`src/rtl/dshot_frame_rx_if.sv`:
```
// Bus bundle between the DSHOT frame receiver and whatever consumes its results.
// master drives the serial line and enable; slave (the receiver) drives the decoded results.
interface dshot_frame_rx_if;
    logic        i_dshot;
    logic        i_enable;
    logic [10:0] o_throttle;
    logic        o_telem;
    logic        o_valid;
    logic        o_crc_err;
    logic        o_frame_err;
    logic [15:0] o_good_cnt;

    modport master (
        output i_dshot,
        output i_enable,
        input  o_throttle,
        input  o_telem,
        input  o_valid,
        input  o_crc_err,
        input  o_frame_err,
        input  o_good_cnt
    );

    modport slave (
        input  i_dshot,
        input  i_enable,
        output o_throttle,
        output o_telem,
        output o_valid,
        output o_crc_err,
        output o_frame_err,
        output o_good_cnt
    );
endinterface

```
`src/rtl/dshot_frame_rx.sv`:
```
// DSHOT frame receiver: measures the high time of each bit on a synchronised line,
// assembles 16-bit frames MSB first, checks the 4-bit CRC and strobes out the results.
module dshot_frame_rx #(
    parameter int unsigned CLK_FREQ_HZ = 72000000,
    parameter int unsigned DSHOT_RATE  = 600,
    parameter bit          INVERT      = 1'b0
) (
    input logic             i_sys_clk,
    input logic             i_rst,
    dshot_frame_rx_if.slave bus
);
    localparam int unsigned BIT_CLKS = CLK_FREQ_HZ / (DSHOT_RATE * 1000);
    localparam int unsigned GAP_CLKS = 2 * BIT_CLKS;
    localparam int unsigned MIN_HIGH = BIT_CLKS / 8;
    localparam int unsigned THRESH   = BIT_CLKS / 2;
    localparam int unsigned CW       = $clog2(GAP_CLKS + 1);

    // The cycle in which the rise is seen is already high, so a measured high time
    // is hcnt + 1; the thresholds below are pre-decremented to compare hcnt directly.
    localparam logic [CW-1:0] CntOne    = CW'(1);
    localparam logic [CW-1:0] GapCnt    = CW'(GAP_CLKS);
    localparam logic [CW-1:0] BitCnt    = CW'(BIT_CLKS);
    localparam logic [CW-1:0] MinHighM1 = CW'(MIN_HIGH - 1);
    localparam logic [CW-1:0] ThreshM1  = CW'(THRESH - 1);

    typedef enum logic [2:0] {StWaitGap, StIdle, StHigh, StLow, StCheck} state_e;

    state_e        state_q;
    logic          sync1_q, sync2_q, line_q;
    logic          line, rise, fall;
    logic [CW-1:0] hcnt_q, lcnt_q, hcnt_inc, lcnt_inc;
    logic [15:0]   shift_q;
    logic [4:0]    idx_q, idx_inc;
    logic [3:0]    crc_calc;
    logic [10:0]   throttle_q;
    logic          telem_q, valid_q, crc_err_q, frame_err_q;
    logic [15:0]   good_cnt_q;

    // Two-flop synchroniser plus edge-detect history; reset so the corrected level reads 0
    always_ff @(posedge i_sys_clk or posedge i_rst) begin
        if (i_rst) begin
            sync1_q <= INVERT;
            sync2_q <= INVERT;
            line_q  <= 1'b0;
        end else begin
            sync1_q <= bus.i_dshot;
            sync2_q <= sync1_q;
            line_q  <= line;
        end
    end

    // Polarity-corrected level, edges, counter increments and frame CRC
    always_comb begin
        line     = sync2_q ^ INVERT;
        rise     = line & ~line_q;
        fall     = ~line & line_q;
        hcnt_inc = hcnt_q + CntOne;
        lcnt_inc = lcnt_q + CntOne;
        idx_inc  = idx_q + 5'd1;
        crc_calc = shift_q[15:12] ^ shift_q[11:8] ^ shift_q[7:4];
    end

    // Frame FSM with registered result outputs; pulses default low every cycle
    always_ff @(posedge i_sys_clk or posedge i_rst) begin
        if (i_rst) begin
            state_q     <= StWaitGap;
            hcnt_q      <= '0;
            lcnt_q      <= '0;
            shift_q     <= '0;
            idx_q       <= '0;
            throttle_q  <= '0;
            telem_q     <= 1'b0;
            valid_q     <= 1'b0;
            crc_err_q   <= 1'b0;
            frame_err_q <= 1'b0;
            good_cnt_q  <= '0;
        end else begin
            valid_q     <= 1'b0;
            crc_err_q   <= 1'b0;
            frame_err_q <= 1'b0;
            if (!bus.i_enable) begin
                // Silent abort; a fresh full gap is needed after re-enable
                state_q <= StWaitGap;
                lcnt_q  <= '0;
            end else begin
                case (state_q)
                    StWaitGap: begin
                        if (line) begin
                            lcnt_q <= '0;
                        end else if (lcnt_inc == GapCnt) begin
                            state_q <= StIdle;
                        end else begin
                            lcnt_q <= lcnt_inc;
                        end
                    end
                    StIdle: begin
                        if (rise) begin
                            shift_q <= '0;
                            idx_q   <= '0;
                            hcnt_q  <= '0;
                            state_q <= StHigh;
                        end
                    end
                    StHigh: begin
                        if (fall) begin
                            if (hcnt_q < MinHighM1) begin
                                frame_err_q <= 1'b1;
                                lcnt_q      <= '0;
                                state_q     <= StWaitGap;
                            end else begin
                                shift_q <= {shift_q[14:0], (hcnt_q >= ThreshM1)};
                                idx_q   <= idx_inc;
                                if (idx_inc == 5'd16) begin
                                    state_q <= StCheck;
                                end else begin
                                    lcnt_q  <= '0;
                                    state_q <= StLow;
                                end
                            end
                        end else if (hcnt_inc == BitCnt) begin
                            // Stuck high for a whole bit period
                            frame_err_q <= 1'b1;
                            lcnt_q      <= '0;
                            state_q     <= StWaitGap;
                        end else begin
                            hcnt_q <= hcnt_inc;
                        end
                    end
                    StLow: begin
                        if (rise) begin
                            hcnt_q  <= '0;
                            state_q <= StHigh;
                        end else if (lcnt_inc == GapCnt) begin
                            // Truncated frame; the low time already counts as a gap
                            frame_err_q <= 1'b1;
                            state_q     <= StIdle;
                        end else begin
                            lcnt_q <= lcnt_inc;
                        end
                    end
                    StCheck: begin
                        if (crc_calc == shift_q[3:0]) begin
                            throttle_q <= shift_q[15:5];
                            telem_q    <= shift_q[4];
                            valid_q    <= 1'b1;
                            good_cnt_q <= good_cnt_q + 16'd1;
                        end else begin
                            crc_err_q <= 1'b1;
                        end
                        lcnt_q  <= '0;
                        state_q <= StWaitGap;
                    end
                    default: begin
                        lcnt_q  <= '0;
                        state_q <= StWaitGap;
                    end
                endcase
            end
        end
    end

    assign bus.o_throttle  = throttle_q;
    assign bus.o_telem     = telem_q;
    assign bus.o_valid     = valid_q;
    assign bus.o_crc_err   = crc_err_q;
    assign bus.o_frame_err = frame_err_q;
    assign bus.o_good_cnt  = good_cnt_q;
endmodule
```
`src/flat_wrapper.sv`:
```
// flat-port wrapper written by rule: the top's interface ports become plain ports
module dshot_frame_rx_flat 
#(
    parameter int unsigned CLK_FREQ_HZ = 72000000,
    parameter int unsigned DSHOT_RATE  = 600,
    parameter bit          INVERT      = 1'b0
)
  (i_sys_clk, i_rst, bus_i_dshot, bus_i_enable, bus_o_throttle, bus_o_telem, bus_o_valid, bus_o_crc_err, bus_o_frame_err, bus_o_good_cnt);
  dshot_frame_rx_if bus_i ();
  input logic i_sys_clk;
  input logic i_rst;
  input wire logic [$bits(bus_i.i_dshot)-1:0] bus_i_dshot;
  input wire logic [$bits(bus_i.i_enable)-1:0] bus_i_enable;
  output wire logic [$bits(bus_i.o_throttle)-1:0] bus_o_throttle;
  output wire logic [$bits(bus_i.o_telem)-1:0] bus_o_telem;
  output wire logic [$bits(bus_i.o_valid)-1:0] bus_o_valid;
  output wire logic [$bits(bus_i.o_crc_err)-1:0] bus_o_crc_err;
  output wire logic [$bits(bus_i.o_frame_err)-1:0] bus_o_frame_err;
  output wire logic [$bits(bus_i.o_good_cnt)-1:0] bus_o_good_cnt;
  assign bus_i.i_dshot = bus_i_dshot;
  assign bus_i.i_enable = bus_i_enable;
  assign bus_o_throttle = bus_i.o_throttle;
  assign bus_o_telem = bus_i.o_telem;
  assign bus_o_valid = bus_i.o_valid;
  assign bus_o_crc_err = bus_i.o_crc_err;
  assign bus_o_frame_err = bus_i.o_frame_err;
  assign bus_o_good_cnt = bus_i.o_good_cnt;
  dshot_frame_rx #(.CLK_FREQ_HZ(CLK_FREQ_HZ), .DSHOT_RATE(DSHOT_RATE), .INVERT(INVERT)) u_core (.i_sys_clk(i_sys_clk), .i_rst(i_rst), .bus(bus_i));
endmodule
```
`config.mk`:
```
export PLATFORM = sky130hd
export DESIGN_NAME = dshot_frame_rx_flat
export DESIGN_NICKNAME = d
export VERILOG_FILES = /design/src/rtl/dshot_frame_rx_if.sv /design/src/rtl/dshot_frame_rx.sv /design/src/flat_wrapper.sv
export SDC_FILE = /design/constraint.sdc
export NUM_CORES = 1
export LEC_CHECK = 0
export CAP_MARGIN = 0
export CORE_ASPECT_RATIO = 0.7
export CORE_MARGIN = 2
export CORE_UTILIZATION = 55
export CTS_BUF_LIST = sky130_fd_sc_hd__clkbuf_2 sky130_fd_sc_hd__clkbuf_4 sky130_fd_sc_hd__clkbuf_8
export CTS_CLUSTER_DIAMETER = 150
export DETAILED_ROUTE_END_ITERATION = 12
export MAX_ROUTING_LAYER = met4
export PLACE_DENSITY = 0.74
export SLEW_MARGIN = 20
export SYNTH_ARGS = -nofsm -noshare
export SYNTH_HDL_FRONTEND = slang
export SYNTH_SLANG_ARGS = --single-unit
```
`constraint.sdc`:
```
create_clock -name i_sys_clk -period 3.2 [get_ports i_sys_clk]
set_input_delay 0.96 -clock i_sys_clk [delete_from_list [all_inputs] [get_ports i_sys_clk]]
set_output_delay 0.96 -clock i_sys_clk [all_outputs]
set_load 0.01 [all_outputs]
```
* Word-level counts from Yosys, hierarchy flattened
Index checks and enable logic that the tools add are counted.
** Word-level totals
- Word-level logic and storage cells :: 99
- Bits in registers :: 74
** Operators by class
- Muxes and demuxes :: 44
- Equality and inequality tests :: 20
- Magnitude comparators :: 2
- Bitwise gates (word level) :: 6
- Add/sub/neg operators :: 4
- Reduce and logical (&&, ||, !) cells :: 9
** Operator list (number)
- $mux 8 :: 11
- $mux 16 :: 3
- $pmux 16 s2 :: 1
- $pmux 8 s4 :: 1
- $mux 3 :: 9
- $add 16x1->16 const B :: 1
- $add 8x1->8 const B :: 2
- $pmux 8 s2 :: 1
- $mux 5 :: 3
- $mux 1 :: 12
- $pmux 3 s4 :: 1
- $pmux 5 s2 :: 1
- $reduce_and 5->1 :: 2
- $eq 8x7->1 const B :: 1
- $eq 8x8->1 const B :: 1
- $ge 8x6->1 const B :: 1
- $lt 8x4->1 const B :: 1
- $ne 2x2->1 const B :: 4
- $xor 4x4->4 :: 2
- $eq 3x2->1 const B :: 2
- $ne 2x1->1 const B :: 3
- $ne 3x3->1 const B :: 2
- $reduce_and 3->1 :: 2
- $add 5x1->5 const B :: 1
- other kinds (14) :: 17

* Depth between registers and ports, before layout
- Depth after elaboration :: 7
- Mapped depth :: 9
- Depth with buffers taken out :: 7

* Worst setup path after synthesis
No wires, ideal clock.
- Path type :: input-to-reg
- From :: input port bus_i_enable
- To :: register u_core.lcnt_q[1]
- Required time :: 3074 ps
- Library setup time :: 126 ps
- Buffers on the path :: 1
- Arrival time :: 2156 ps
- Setup slack :: 918 ps
- Cell stages on the path :: 6
- Path through :: nand4bb_2 -> a211oi_2 -> a41oi_2 -> and3b_1 -> buf_2 -> a221o_1
** On the way
- Word-level cells in the longest chain between the ends :: 2
- Elaborated cells on any way between the ends :: 6
- Classes of those cells :: 4 x eq/ne; 1 x mux; 1 x reduce/logical
** Ends and longest elaborated chain
- start, declared :: RTL line flat_wrapper.sv:13 : input wire logic [$bits(bus_i.i_enable)-1:0] bus_i_enable;
- $ne 5x5->1 (no source line) (tied with other cells)
- $reduce_and 4->1 (no source line)
- end signal, assigned :: RTL line dshot_frame_rx.sv:93 : lcnt_q <= lcnt_inc;
- end signal, assigned :: RTL line dshot_frame_rx.sv:138 : lcnt_q <= lcnt_inc;
- end, declared :: RTL line dshot_frame_rx.sv:31 : logic [CW-1:0] hcnt_q, lcnt_q, hcnt_inc, lcnt_inc;
Several ways; a longest one is shown, not always the timed one.
A chain may end at the register's enable or synchronous reset.

* Worst setup path in the final report
- From :: register u_core.hcnt_q[0]
- To :: register u_core.lcnt_q[1]
** On the way
- Word-level cells in the longest chain between the ends :: 5
- Elaborated cells on any way between the ends :: 10
- Classes of those cells :: 1 x add/sub; 1 x order compare; 3 x eq/ne; 4 x mux; 1 x reduce/logical
** Ends and longest elaborated chain
- start, declared :: RTL line dshot_frame_rx.sv:31
- start signal, assigned :: RTL line dshot_frame_rx.sv:126 : hcnt_q <= hcnt_inc;
- branches (longest 5 deep; another with $add 8x1->8)
Parallel ways; which one is timed is not known.

==> impl_metrics.toml <==
[layout]
most-common-layout-cells = "nand2_1 (77), dfrtp_1 (74), clkdlybuf4s50_1 (34)"
drive_gt1_share_pct = 8.65
final_common_cell = "nand2_1"
antennaDiodeCount = 0
fin_nets = 420
area_growth_pct = 18.4
fin_util_pct = 68.6

[grt]
antenna_found_initial = 0
grt_pass1_vias = 2623
grt_max_degree = 75
grt_overflow = 0
grt_use_total_pct = 22.3
grt_pass1_wl_mm = 12.4

[clock_network]
htree_levels = 3
clk_pin_slew_worst_paths_ns = 0.07
clock_latency_ns = 0.35
ctsHoldBuffers = 0
postCtsSetupBuffers = 0
clockBufferDepth = 2
numCtsBuffers = 9
cts_tree = "done"
cts-root-buf = "clkbuf_8"
numClockSinks = 74
ctsResizeCount = 0

[timing]
clock_skew_ns = 0.0122
rsz0062_at_grt = "false"
hold-worst-slack_ns = 0.353
finalSetupViolCount = 0
slew-limit-headroom_pct = 42.1
period_needed_ns = 2.70
drv_slew = 0
fmax_mhz = 370
worst_pin_slew_ns = 0.864
setup_ws_ns = 0.500
finalCritPeriodShare_pct = 84.4
finalHoldViolCount = 0
finalSetupTns_ns = 0

[setup_path]
crit_type = "reg2reg"
r2r_setup_slack_ns = 0.50
worstPathRequired_ns = 3.43
end_kind = "flip-flop"
path_max_fanout = 11
critPathArrivalTime_ns = 2.93
start_kind = "flip-flop"

[drt]
drt_wl_total_mm = 7.31
routedWlPerCell_um = 14.4
first_pass_iters = 4
route.antenna.remaining_nets = 0
drc = 0
avgViaCountPerCell = 5.60
drt_iter0_drc = 209
vias = 2839

[power]
powerDensity_mw_per_mm2 = 433
switching_share_pct = 21.2
clockPowerShare_pct = 46.0
peakVddDrop_mv = 0.268
seq_power_share_pct = 51.0
leakage_nw = 1.98
intPower_mw = 1.48
p_sw_mw = 0.399
combPwrFrac_pct = 3.0

[synthesis]
synth_cells = 377
ys_types = 55
syn_avg_cell_area_um2 = 9.74
synth-seq-cells = 74
ys.flop_type = "dfrtp_1"
syn_area_mm2 = 0.00367
yosys_warnings = 0
syn_nets = 386
synth-edff-count = 0
synth-async-reset-ratio_pct = 100
ys_seq_area_share_pct = 50.4

[floorplan]
coreArea_mm2 = 0.00634
die_h_um = 72.4
initial_core_util_pct = 58.0
core.rowCount = 24
io_pins = 35
fp.dieW_um = 102
die_area_mm2 = 0.00736

[status]
status = "complete, no violations"

[place]
place_congestion = 0.917
dp_slack_ns = 0.275
portBuffers = 34
place_hpwl_mm = 5.01

[flow_run]
maxCapViolations = 0

[worst_hold_path]
hold_class = "reg2reg"
[power groups by stage]
stage / Clock (mW) / Sequential (mW) / Combinational (mW)
2_1_floorplan: 0 / 0.975 / 0.0388
3_3_place_gp: 0 / 0.977 / 0.0569
3_5_place_dp: 0 / 0.979 / 0.0587
4_1_cts: 0.879 / 0.960 / 0.0581
5_1_grt: 0.920 / 0.962 / 0.0661
6_report: 0.865 / 0.961 / 0.0568
[cell type report]
class,count,area [um^2]
inverter,8,30.0
sequential,74,1850
timing repair buffer,42,413
tap,91,114
multi-input combinational,276,1700
fill,485,1990
clock buffer,9,124
clock inverter,7,118
[cells in the mapped netlist (2+ instances only)]
cell	instances	area share, %
dfrtp_1	74	50
buf_2	7	0.95
nor2b_1	5	0.85
o31ai_1	4	0.82
and3_1	4	0.68
a21o_1	4	0.82
a22o_1	12	2.9
nand3b_1	4	0.82
nand2b_1	4	0.68
nor3_1	7	0.95
xor2_1	14	3.3
clkbuf_1	9	0.92
mux2_2	2	0.61
nand4b_1	3	0.72
a31oi_1	7	1.2
xnor2_1	17	4.1
nand3_1	18	2.5
nor2_1	21	2.1
ha_1	5	1.7
a21oi_1	7	0.95
or2_2	2	0.34
inv_1	8	0.82
o32ai_1	2	0.48
or3_1	2	0.34
and2_1	6	1.0
nand2_1	77	7.9
nand4_1	5	0.85
o21ai_0	20	2.7
[stage by stage]
step           instances  power (mW)  cell area [um^2]
2_1_floorplan        377        1.01              3670
3_3_place_gp         491        1.03              4110
3_5_place_dp         491        1.04              4110
4_1_cts              507        1.90              4350
5_1_grt              507        1.95              4350
6_report             507        1.88              4350
[per-layer routing]
metal | GRT usage [%] | vias up | wire length [um] | share of wire (%)
met3 | 6.36 | 7 | 492 | 6.7
met2 | 31.8 | 87 | 3210 | 44
li1 | - | 1381 | - | -
met5 | - | - | 0 | 0
met1 | 31.7 | 1364 | 3540 | 48
met4 | 5.41 | 0 | 71 | 0.97
[cells by family after synthesis]
kind of cell / share of synthesized area (%)
adder cells (fa/ha/maj): 1.70
flip-flops: 50.4
buffers and inverters: 3.30
multiplexers: 0.886
AND/OR/NAND/NOR: 22.2
XOR/XNOR: 7.39
AO/OA/AOI/OAI: 14.0
[worst paths after layout]
path,from,to,cells past startpoint
worst max-delay path,u_core.hcnt_q[0],u_core.lcnt_q[1],7
worst min-delay path,u_core.sync1_q,u_core.line,0
worst max register to register,u_core.hcnt_q[0],u_core.lcnt_q[1],7
worst min register to register,u_core.sync1_q,u_core.line,0
max in group asynchronous,i_rst,u_core.hcnt_q[6],3
min in group asynchronous,i_rst,u_core.bus.o_good_cnt[7],3
[registers in the layout (all words and copies together), names as in the netlist, 3 cells and up]
| register | cells |
|---|---|
| u_core.bus.o_good_cnt | 16 |
| u_core.bus.o_throttle | 11 |
| u_core.hcnt_q | 8 |
| u_core.idx_q | 5 |
| u_core.lcnt_q | 8 |
| u_core.shift_q | 16 |
| u_core.state_q | 3 |
[critical path, stage by stage (launching register included)]
cell and delay, ns:
dfrtp_1 0.45, ha_1 0.26, nand3_1 0.19, xnor2_1 0.21, nand4b_1 0.15, o31ai_2 0.76
nand2_1 0.17, a221o_1 0.40
No activity file was read; power rests on OpenSTA's default activity.
